--- config.mk ---
export PLATFORM = sky130hd
export DESIGN_NAME = flash_req_arbiter
export DESIGN_NICKNAME = d
export VERILOG_FILES = /design/src/rtl/flash_req_arbiter.sv
export SDC_FILE = /design/constraint.sdc
export NUM_CORES = 1
export LEC_CHECK = 0
export BUFFER_PORTS_ARGS = -buffer_cell sky130_fd_sc_hd__buf_2
export CAP_MARGIN = 20
export CORE_AREA = 4 4 103 105
export DETAILED_ROUTE_END_ITERATION = 8
export DIE_AREA = 0 0 107 109
export GPL_ROUTABILITY_DRIVEN = 0
export GPL_TIMING_DRIVEN = 0
export PLACE_DENSITY = 0.66
export SLEW_MARGIN = 0
export SYNTH_ARGS = -nofsm -noshare
export SYNTH_HDL_FRONTEND = slang
export SYNTH_SLANG_ARGS = --single-unit
export TNS_END_PERCENT = 30
--- constraint.sdc ---
create_clock -name iCLK -period 1.6 [get_ports iCLK]
set_input_delay 0.08 -clock iCLK [delete_from_list [all_inputs] [get_ports iCLK]]
set_output_delay 0.08 -clock iCLK [all_outputs]
set_load 0.05 [all_outputs]
--- src/rtl/flash_req_arbiter.sv ---
// flash_req_arbiter: round-robin arbiter sharing one flash controller command
// port between NUM_REQ requesters. Each command is sequenced end-to-end:
// latch winner, pulse start, follow the controller busy/ready cycle, then
// return read data with a one-cycle acknowledge to the winner.
// All FSM outputs are registered. A registered output reflects the state that
// was active one cycle earlier. This gives:
//   request -> start = 2 cycles
//   ready rise -> ack = 2 cycles
// Optional watchdog: define FLASH_ARB_TIMEOUT_EN to bound the controller wait
// to TIMEOUT_CYCLES cycles. A timeout completes the command with oERR set.
module flash_req_arbiter #(
    parameter int NUM_REQ        = 4,
    parameter int ADDR_W         = 22,
    parameter int DATA_W         = 8,
    parameter int CMD_W          = 3,
    parameter int TIMEOUT_CYCLES = 65535
) (
    input  logic                      iCLK,
    input  logic                      iRST_n,
    input  logic [NUM_REQ-1:0]        iREQ,
    input  logic [NUM_REQ*ADDR_W-1:0] iREQ_ADDR,
    input  logic [NUM_REQ*DATA_W-1:0] iREQ_DATA,
    input  logic [NUM_REQ*CMD_W-1:0]  iREQ_CMD,
    output logic [NUM_REQ-1:0]        oGNT,
    output logic [NUM_REQ-1:0]        oACK,
    output logic [DATA_W-1:0]         oRD_DATA,
    output logic                      oBUSY,
    output logic                      oERR,
    output logic [ADDR_W-1:0]         oFL_ADDR,
    output logic [DATA_W-1:0]         oFL_DATA,
    output logic [CMD_W-1:0]          oFL_CMD,
    output logic                      oFL_Start,
    input  logic [DATA_W-1:0]         iFL_DATA,
    input  logic                      iFL_Ready
);
    localparam int IDX_W = (NUM_REQ > 1) ? $clog2(NUM_REQ) : 1;

    typedef enum logic [2:0] {IDLE, ISSUE, WAIT_LOW, WAIT_HIGH, DONE} state_t;

    state_t               state_q;
    logic [IDX_W-1:0]     rr_q, win_q, rr_d, sel_d;
    logic                 sel_valid_d;
    logic [NUM_REQ-1:0]   gnt_q, ack_q, elig_d, sel_onehot_d;
    logic                 start_q;
    logic [DATA_W-1:0]    rd_data_q, fl_data_q;
    logic [ADDR_W-1:0]    fl_addr_q;
    logic [CMD_W-1:0]     fl_cmd_q;

    logic [ADDR_W-1:0]    req_addr [NUM_REQ];
    logic [DATA_W-1:0]    req_data [NUM_REQ];
    logic [CMD_W-1:0]     req_cmd  [NUM_REQ];

    // Unpack the per-requester fields so the winner can be muxed by index.
    genvar gi;
    generate
        for (gi = 0; gi < NUM_REQ; gi++) begin : g_unpack
            assign req_addr[gi] = iREQ_ADDR[gi*ADDR_W +: ADDR_W];
            assign req_data[gi] = iREQ_DATA[gi*DATA_W +: DATA_W];
            assign req_cmd[gi]  = iREQ_CMD[gi*CMD_W +: CMD_W];
        end
    endgenerate

    // The just-acknowledged requester still holds iREQ in its ack cycle;
    // mask it so the same command is not granted twice.
    assign elig_d = iREQ & ~ack_q;

    // Pick the first eligible requester scanning upward from the rr pointer.
    always_comb begin
        int               cand;
        logic [IDX_W-1:0] cand_idx;
        sel_valid_d = 1'b0;
        sel_d       = '0;
        cand        = 0;
        cand_idx    = '0;
        for (int i = 0; i < NUM_REQ; i++) begin
            cand = int'(rr_q) + i;
            if (cand >= NUM_REQ) begin
                cand = cand - NUM_REQ;
            end
            cand_idx = cand[IDX_W-1:0];
            if (!sel_valid_d && elig_d[cand_idx]) begin
                sel_valid_d = 1'b1;
                sel_d       = cand_idx;
            end
        end
    end

    assign sel_onehot_d = NUM_REQ'(1) << sel_d;
    assign rr_d         = (win_q == IDX_W'(NUM_REQ - 1)) ? '0 : win_q + IDX_W'(1);

`ifdef FLASH_ARB_TIMEOUT_EN
    localparam int CNT_W = $clog2(TIMEOUT_CYCLES + 1);
    logic [CNT_W-1:0] cnt_q;
    logic             err_q;
    logic             timeout_d;
    // The count value in a wait cycle is the number of wait cycles before it.
    assign timeout_d = (cnt_q == CNT_W'(TIMEOUT_CYCLES - 1));
    assign oERR      = err_q;
`else
    logic [31:0] timeout_unused;
    assign timeout_unused = TIMEOUT_CYCLES;
    assign oERR           = 1'b0;
`endif

    // Command sequencer: latch winner, issue, follow ready low/high, acknowledge.
    always_ff @(posedge iCLK or negedge iRST_n) begin
        if (!iRST_n) begin
            state_q   <= IDLE;
            rr_q      <= '0;
            win_q     <= '0;
            gnt_q     <= '0;
            ack_q     <= '0;
            start_q   <= 1'b0;
            rd_data_q <= '0;
            fl_addr_q <= '0;
            fl_data_q <= '0;
            fl_cmd_q  <= '0;
`ifdef FLASH_ARB_TIMEOUT_EN
            cnt_q     <= '0;
            err_q     <= 1'b0;
`endif
        end else begin
            start_q <= 1'b0;
            ack_q   <= '0;
            case (state_q)
                IDLE: begin
                    if (sel_valid_d && iFL_Ready) begin
                        win_q     <= sel_d;
                        gnt_q     <= sel_onehot_d;
                        fl_addr_q <= req_addr[sel_d];
                        fl_data_q <= req_data[sel_d];
                        fl_cmd_q  <= req_cmd[sel_d];
                        state_q   <= ISSUE;
                    end
                end
                ISSUE: begin
                    start_q <= 1'b1;
                    state_q <= WAIT_LOW;
`ifdef FLASH_ARB_TIMEOUT_EN
                    cnt_q   <= '0;
`endif
                end
                WAIT_LOW: begin
`ifdef FLASH_ARB_TIMEOUT_EN
                    cnt_q <= cnt_q + CNT_W'(1);
                    if (timeout_d) begin
                        rd_data_q <= '0;
                        err_q     <= 1'b1;
                        state_q   <= DONE;
                    end else
`endif
                    if (!iFL_Ready) begin
                        state_q <= WAIT_HIGH;
                    end
                end
                WAIT_HIGH: begin
`ifdef FLASH_ARB_TIMEOUT_EN
                    cnt_q <= cnt_q + CNT_W'(1);
`endif
                    if (iFL_Ready) begin
                        rd_data_q <= iFL_DATA;
                        state_q   <= DONE;
                    end
`ifdef FLASH_ARB_TIMEOUT_EN
                    else if (timeout_d) begin
                        rd_data_q <= '0;
                        err_q     <= 1'b1;
                        state_q   <= DONE;
                    end
`endif
                end
                DONE: begin
                    ack_q   <= gnt_q;
                    gnt_q   <= '0;
                    rr_q    <= rr_d;
                    state_q <= IDLE;
                end
                default: state_q <= IDLE;
            endcase
        end
    end

    assign oGNT      = gnt_q;
    assign oACK      = ack_q;
    assign oRD_DATA  = rd_data_q;
    assign oBUSY     = (state_q != IDLE);
    assign oFL_ADDR  = fl_addr_q;
    assign oFL_DATA  = fl_data_q;
    assign oFL_CMD   = fl_cmd_q;
    assign oFL_Start = start_q;

endmodule

# [After elaboration in Yosys (flattened, before gate mapping)]
# Cells that the tools add are included.
[op_classes] n_addsub=8 multipliers=0 div_mod_pow=0 order_cmp=9 n_eq_ne=8 shifts=1 n_mux=38 bitwise_logic=3 n_reduce_logical=14
[ops] operator="$bmux 22 s2" n=1
[ops] operator="$mux 22" n=2
[ops] operator="$mux 2" n=9
[ops] operator="$bmux 8 s2" n=1
[ops] operator="$mux 8" n=2
[ops] operator="$mux 3" n=5
[ops] operator="$ge 3x3->1 const B" n=4
[ops] operator="$lt 2x3->1 const B" n=4
[ops] operator="$pmux 3 s4" n=1
[ops] operator="$mux 1" n=9
[ops] operator="$bmux 1 s2" n=4
[ops] operator="$mux 4" n=2
[ops] operator="$pmux 4 s2" n=1
[ops] operator="$sub 2x1->2 const B" n=4
[ops] operator="$add 2x2->3 const B" n=2
[ops] operator="$bmux 3 s2" n=1
[ops] operator="$eq 3x2->1 const B" n=2
[ops] operator="$ne 2x2->1 const B" n=3
[ops] operator="$reduce_and 2->1" n=3
[ops] operator="$and 4x4->4" n=1
[ops] operator="$logic_and 1x1->1" n=4
[ops] operator="$not 4->4" n=1
[ops] operator="$shl 1x2->4 const A" n=1
[ops] operator="$add 2x1->3 const B" n=1
[ops] operator="other kinds (11)" n=13
[word_totals] reg_bits=57 latchBits=0 mem_bits_rw=0 romBits=0 in_bits=147 wordCells=91 memories=0

# [Longest topological paths before layout]
[depth] word_depth=18 ltp_mapped=7 depth_no_buf=5

# [Worst setup path before layout]
# Ideal clock, no wire load.
[synth_path] path_kind="reg2reg" start="reg ack_q[2] (netlist: oACK[2])" end="reg fl_addr_q[1] (netlist: oFL_ADDR[1])" setup_ns=0.086 t_arrival_ns=1.850 t_required_ns=1.514 path_slack_ns=-0.336 stages_incl_launch_ff=8 n_path_buf=2 period_less_slack_ns=1.936 cell_sequence="dfrtp_1 nand2b_1 o21ai_0 a211oi_1 nand2b_1 buf_4 buf_6 o221ai_2"
[synth_via] elab_chain_len=18 word_cells_on_any_way=30
[synth_rtl] element="start, declared" line_no="43" text="logic [NUM_REQ-1:0] gnt_q, ack_q, elig_d, sel_onehot_d;"
[synth_rtl] element="start signal, assigned" line_no="173" text="ack_q <= gnt_q;"
[synth_rtl] element="$not 4->4 *" line_no="65" text="assign elig_d = iREQ & ~ack_q;"
[synth_rtl] element="$and 4x4->4 *" line_no="65"
[synth_rtl] element="$bmux 1 s2" line_no="81" text="if (!sel_valid_d && elig_d[cand_idx]) begin"
[synth_rtl] element="$mux 1 (not written as such)" line_no="81"
[synth_rtl] element="$mux 1" line_no="81"
[synth_rtl] element="$logic_not 1->1" line_no="81"
[synth_rtl] element="$logic_and 1x1->1" line_no="81"
[synth_rtl] element="$mux 1" line_no="81"
[synth_rtl] element="$logic_not 1->1" line_no="81"
[synth_rtl] element="$logic_and 1x1->1" line_no="81"
[synth_rtl] element="$mux 1" line_no="81"
[synth_rtl] element="$logic_not 1->1" line_no="81"
[synth_rtl] element="$logic_and 1x1->1" line_no="81"
[synth_rtl] element="$mux 2" line_no="81"
[synth_rtl] element="$not 2->3 (not written as such)" line_no="130" text="fl_addr_q <= req_addr[sel_d];"
[synth_rtl] element="$bmux 22 s2" line_no="130"
[synth_rtl] element="$mux 22 (not written as such) (2 in series)" line_no="130"
[synth_rtl] element="end signal, assigned" line_no="130"
[synth_rtl] element="end, declared" line_no="46" text="logic [ADDR_W-1:0] fl_addr_q;"
# Every way passes the cells marked *; elsewhere a longest branch is shown, timed or not. The select of a mux whose other input is x is not followed.
# A chain may end at the register's enable or synchronous reset.

# [Worst setup path after layout]
[layout_path] start="reg ack_q[0] (netlist: oACK[0])" end="reg fl_data_q[0] (netlist: oFL_DATA[0])"
[layout_via] elab_chain_len=18 word_cells_on_any_way=30
[layout_rtl] element="$not 4->4 *" line_no="65"
[layout_rtl] element="$and 4x4->4 *" line_no="65"
[layout_rtl] element="$bmux 1 s2" line_no="81"
[layout_rtl] element="$mux 1 (not written as such)" line_no="81"
[layout_rtl] element="$mux 1" line_no="81"
[layout_rtl] element="$logic_not 1->1" line_no="81"
[layout_rtl] element="$logic_and 1x1->1" line_no="81"
[layout_rtl] element="$mux 1" line_no="81"
[layout_rtl] element="$logic_not 1->1" line_no="81"
[layout_rtl] element="$logic_and 1x1->1" line_no="81"
[layout_rtl] element="$mux 1" line_no="81"
[layout_rtl] element="$logic_not 1->1" line_no="81"
[layout_rtl] element="$logic_and 1x1->1" line_no="81"
[layout_rtl] element="$mux 2" line_no="81"
[layout_rtl] element="$not 2->3 (not written as such)" line_no="131" text="fl_data_q <= req_data[sel_d];"
[layout_rtl] element="$bmux 8 s2" line_no="131"
[layout_rtl] element="$mux 8 (not written as such) (2 in series)" line_no="131"
[layout_rtl] element="end signal, assigned" line_no="131"
[layout_rtl] element="end, declared" line_no="45" text="logic [DATA_W-1:0] rd_data_q, fl_data_q;"
# Marks and branches as above.

==> impl_metrics.csv <==
group,metric,value,unit
final_layout,finalNetCount,668,
synthesis,ys_ff_latch,57,
synthesis,avgSynthCellArea,11.5,um^2
sta,grt_setup_unrepaired,"true",
global_routing,grt_pass1_vias,3233,
sta,worst_slack,-0.294,ns
global_routing,grt_pass1_wl,16100,um
clock_network,cts_max_level,3,
critical_path,worstPathArrival,2.08,ns
final_layout,area_growth,61.7,%
routing,drt-total-wl,10600,um
die,die-area,11700,um^2
power,p_seq_share,24.2,%
final_layout,final_cells,658,
min_path,hp-start,"iREQ_ADDR[18]",
global_routing,antenna_found_initial,0,
outcome,outcome,"complete, but fails checks",
synthesis,ys_async_sr_fraction,100,%
die,io_pins,199,
synthesis,synth_edf_count,0,
power,ir_drop,0.946,mV
clock_network,clk_latency,0.33,ns
sta,fmaxAchievable,528,MHz
synthesis,syn_inst,288,
sta,maxSlewHeadroom,66.6,%
die,start_util,34.2,%
routing,first_iter_violations,109,
clock_network,numClockSinks,57,
critical_path,crit_required,1.79,ns
outcome,violations,"negative setup slack",
power,p_comb_share,63.7,%
routing,firstDrtPassIters,4,
critical_path,endpoint_kind,"register",
final_layout,drive_above_1_share,63.2,%
critical_path,cpPeakStageDelay,0.55,ns
critical_path,crit_path_frequent_cell,"buf_12",
critical_path,r2r_end,"oFL_DATA[0]",
synthesis,syn_nets,436,
final_layout,n_fill_cell,855,
critical_path,crit_type,"register to register",
routing,viasPerCell,4.79,
power,pwr-share-clk,12.1,%
synthesis,synth_ff_type,"dfrtp_1",
sta,period_share,118,%
routing,num_vias,3152,
synthesis,synth_cell_types,34,
clock_network,cts_tree,"yes",
final_layout,fin_util,55.4,%
clock_network,path_clk_slew,0.06,ns
critical_path,rr_worst_depth,7,
power,powerDensity,1850,nW/um^2
sta,clock_skew,0.00924,ns
final_layout,final_common_cell,"buf_2",
clock_network,cts_buffer_depth,2,
global_routing,grt_usage,17.6,%
power,finalPower,9.87,mW
die,die_width,107,um
min_path,holdPathEnd,"oFL_ADDR[18]",
global_routing,grt_max_degree,38,
sta,fin_crit,1.89,ns
final_layout,most-common-layout-cells,"197 x buf_2, 62 x nand2_1, 52 x dfrtp_1, 30 x mux2i_1, 28 x o221ai_2",
global_routing,grt-ovfl-total,0,
power,p_leak,2.63,nW
routing,drtAntennaViolNets,0,
placement,hpwl,7880,um
sta,final_hold_viol_count,0,
clock_network,cts_buffers,9,
placement,dp_cells,619,
critical_path,rrSetupSlack,-0.29,ns
die,rows,36,
sta,worst_pin_slew,0.501,ns
critical_path,crit_path_top_delay_cell,"or4b_4",
placement,dpl_worst_slack,-0.333,ns
routing,wire_per_inst,16.1,um
clock_network,clock-root-buffer,"clkbuf_8",
power,swShare,48.5,%
power,power.internal,5.08,mW
placement,port_buffers,197,
critical_path,start_kind,"register",
job,cap_violations,0,
critical_path,worstReg2RegStart,"oACK[0]",
routing,drc,0,
synthesis,yosys_warnings,0,
die,core,9640,um^2
synthesis,netlist_area,3300,um^2
die,dieHeight,109,um
sta,final_max_slew_viol_count,0,
critical_path,path_cells,"or4b_4 -> o21ai_4 -> nor2_4 -> buf_12 -> buf_12 -> mux2i_2 -> o221ai_1",
min_path,holdPathStages,3,
sta,tns,-9.00,ns
min_path,hp-class,"input pin to register",
power,p_sw,4.79,mW
final_layout,diodes,0,
sta,setup_violations,39,
critical_path,critPathMaxFanout,7,
synthesis,synth-seq-area-share,43.2,%
power groups by stage:
stage,sequential (mW),clock (mW),combinational (mW)
after floorplan,4.20,0,2.24
after global placement,2.40,0,5.26
after detailed placement,2.40,0,5.35
after CTS,2.38,1.23,5.93
after global routing,2.47,1.32,6.68
final,2.39,1.19,6.29
worst max-delay path: cells and delay by family (launching register included):
kind                   cells  cell delay (ns)
and+or+nand+nor            2             0.61
muxes                      1             0.19
AOI/OAI and AO/OA          2             0.24
DFF                        1             0.42
buffers and inverters      2             0.30
sequential cells by signal, indices dropped and copies added (netlist names), 3 cells and up:
register and cells:
oFL_CMD 3, oGNT 4, state_q 3, oFL_DATA 8, oRD_DATA 8, oACK 4
oFL_ADDR 22
metrics by stage:
stage | cell area, um^2 | hold WS, ns
2_1_floorplan | 3330 | -0.216
3_3_place_gp | 4480 | 0.271
3_5_place_dp | 4500 | 0.0834
4_1_cts | 5070 | 0.0445
5_1_grt | 5340 | 0.0465
6_report | 5340 | 0.0540
worst max path at each step:
| stage | startpoint | to | slack [ns] | depth (start not counted) |
|---|---|---|---|---|
| floorplan | oACK[0] | oFL_CMD[0] | -0.22 | 7 |
| global placement | rr_q[0] | oFL_ADDR[12] | -0.30 | 6 |
| detailed placement | rr_q[0] | oFL_DATA[6] | -0.33 | 6 |
| CTS | rr_q[1] | oFL_DATA[0] | -0.27 | 7 |
| global route | oACK[0] | oFL_DATA[0] | -0.36 | 7 |
| finish | oACK[0] | oFL_DATA[0] | -0.29 | 7 |
layout make-up:
| cell class | instances | area, um^2 | share of cell area [%] |
|---|---|---|---|
| buffer | 21 | 287 | 5.37 |
| clock buffer | 13 | 159 | 2.98 |
| clock inverter | 3 | 15.0 | 0.281 |
| inverter | 1 | 5.00 | 0.0938 |
| multi-input combinational | 210 | 2040 | 38.3 |
| sequential | 57 | 1430 | 26.8 |
| tap | 133 | 166 | 3.12 |
| timing repair buffer | 220 | 1230 | 23.0 |
logic make-up (layout without fill, tap and decap cells):
group	Yosys count	after routing	synth area share, %
DFF	57	57	43.2
other	1	1	0.114
and+or+nand+nor	94	95	13.7
muxes	68	68	20.7
AOI/OAI and AO/OA	45	45	15.9
adders and majority gates	1	1	0.379
buffers and inverters	22	258	5.92
cells in the mapped netlist, types with 2 or more instances:
cell type  number  share of area (%)
o21ai_0         3               0.45
o221ai_1       10                2.7
nand3_1         5               0.76
and3_1          5               0.95
buf_4           2               0.45
o21ai_2         2               0.53
clkbuf_1        5               0.57
nand4b_1        2               0.53
dfrtp_1        57                 43
nor3b_1         2               0.45
nand2_1        63                7.2
mux2_2          2               0.68
o31ai_1         3               0.68
o221ai_2       23                 10
buf_6          14                4.8
nand2b_1        7                1.3
mux2i_1        66                 20
layer usage:
metal  up-vias  track usage, %  wire, um  part of all wire, %
met4         0            4.20       103                 0.97
met2       116            31.3      5530                   52
met5         -               0         0                    0
met1      1486            21.4      4340                   41
met3         8            4.56       657                  6.2
li1       1542               -         -                    -
timing repair:
item / in CTS / in global routing
hold buffers: 9 / 0
gates resized for setup: 51 / 41
hold endpoints to repair: 28 / 0
pin swaps: 12 / 9
gates cloned: 0 / 2
setup buffers: 8 / 5
endpoints found under the setup margin: 47 / 48
Note: power is estimated with default switching activity, not from simulation.
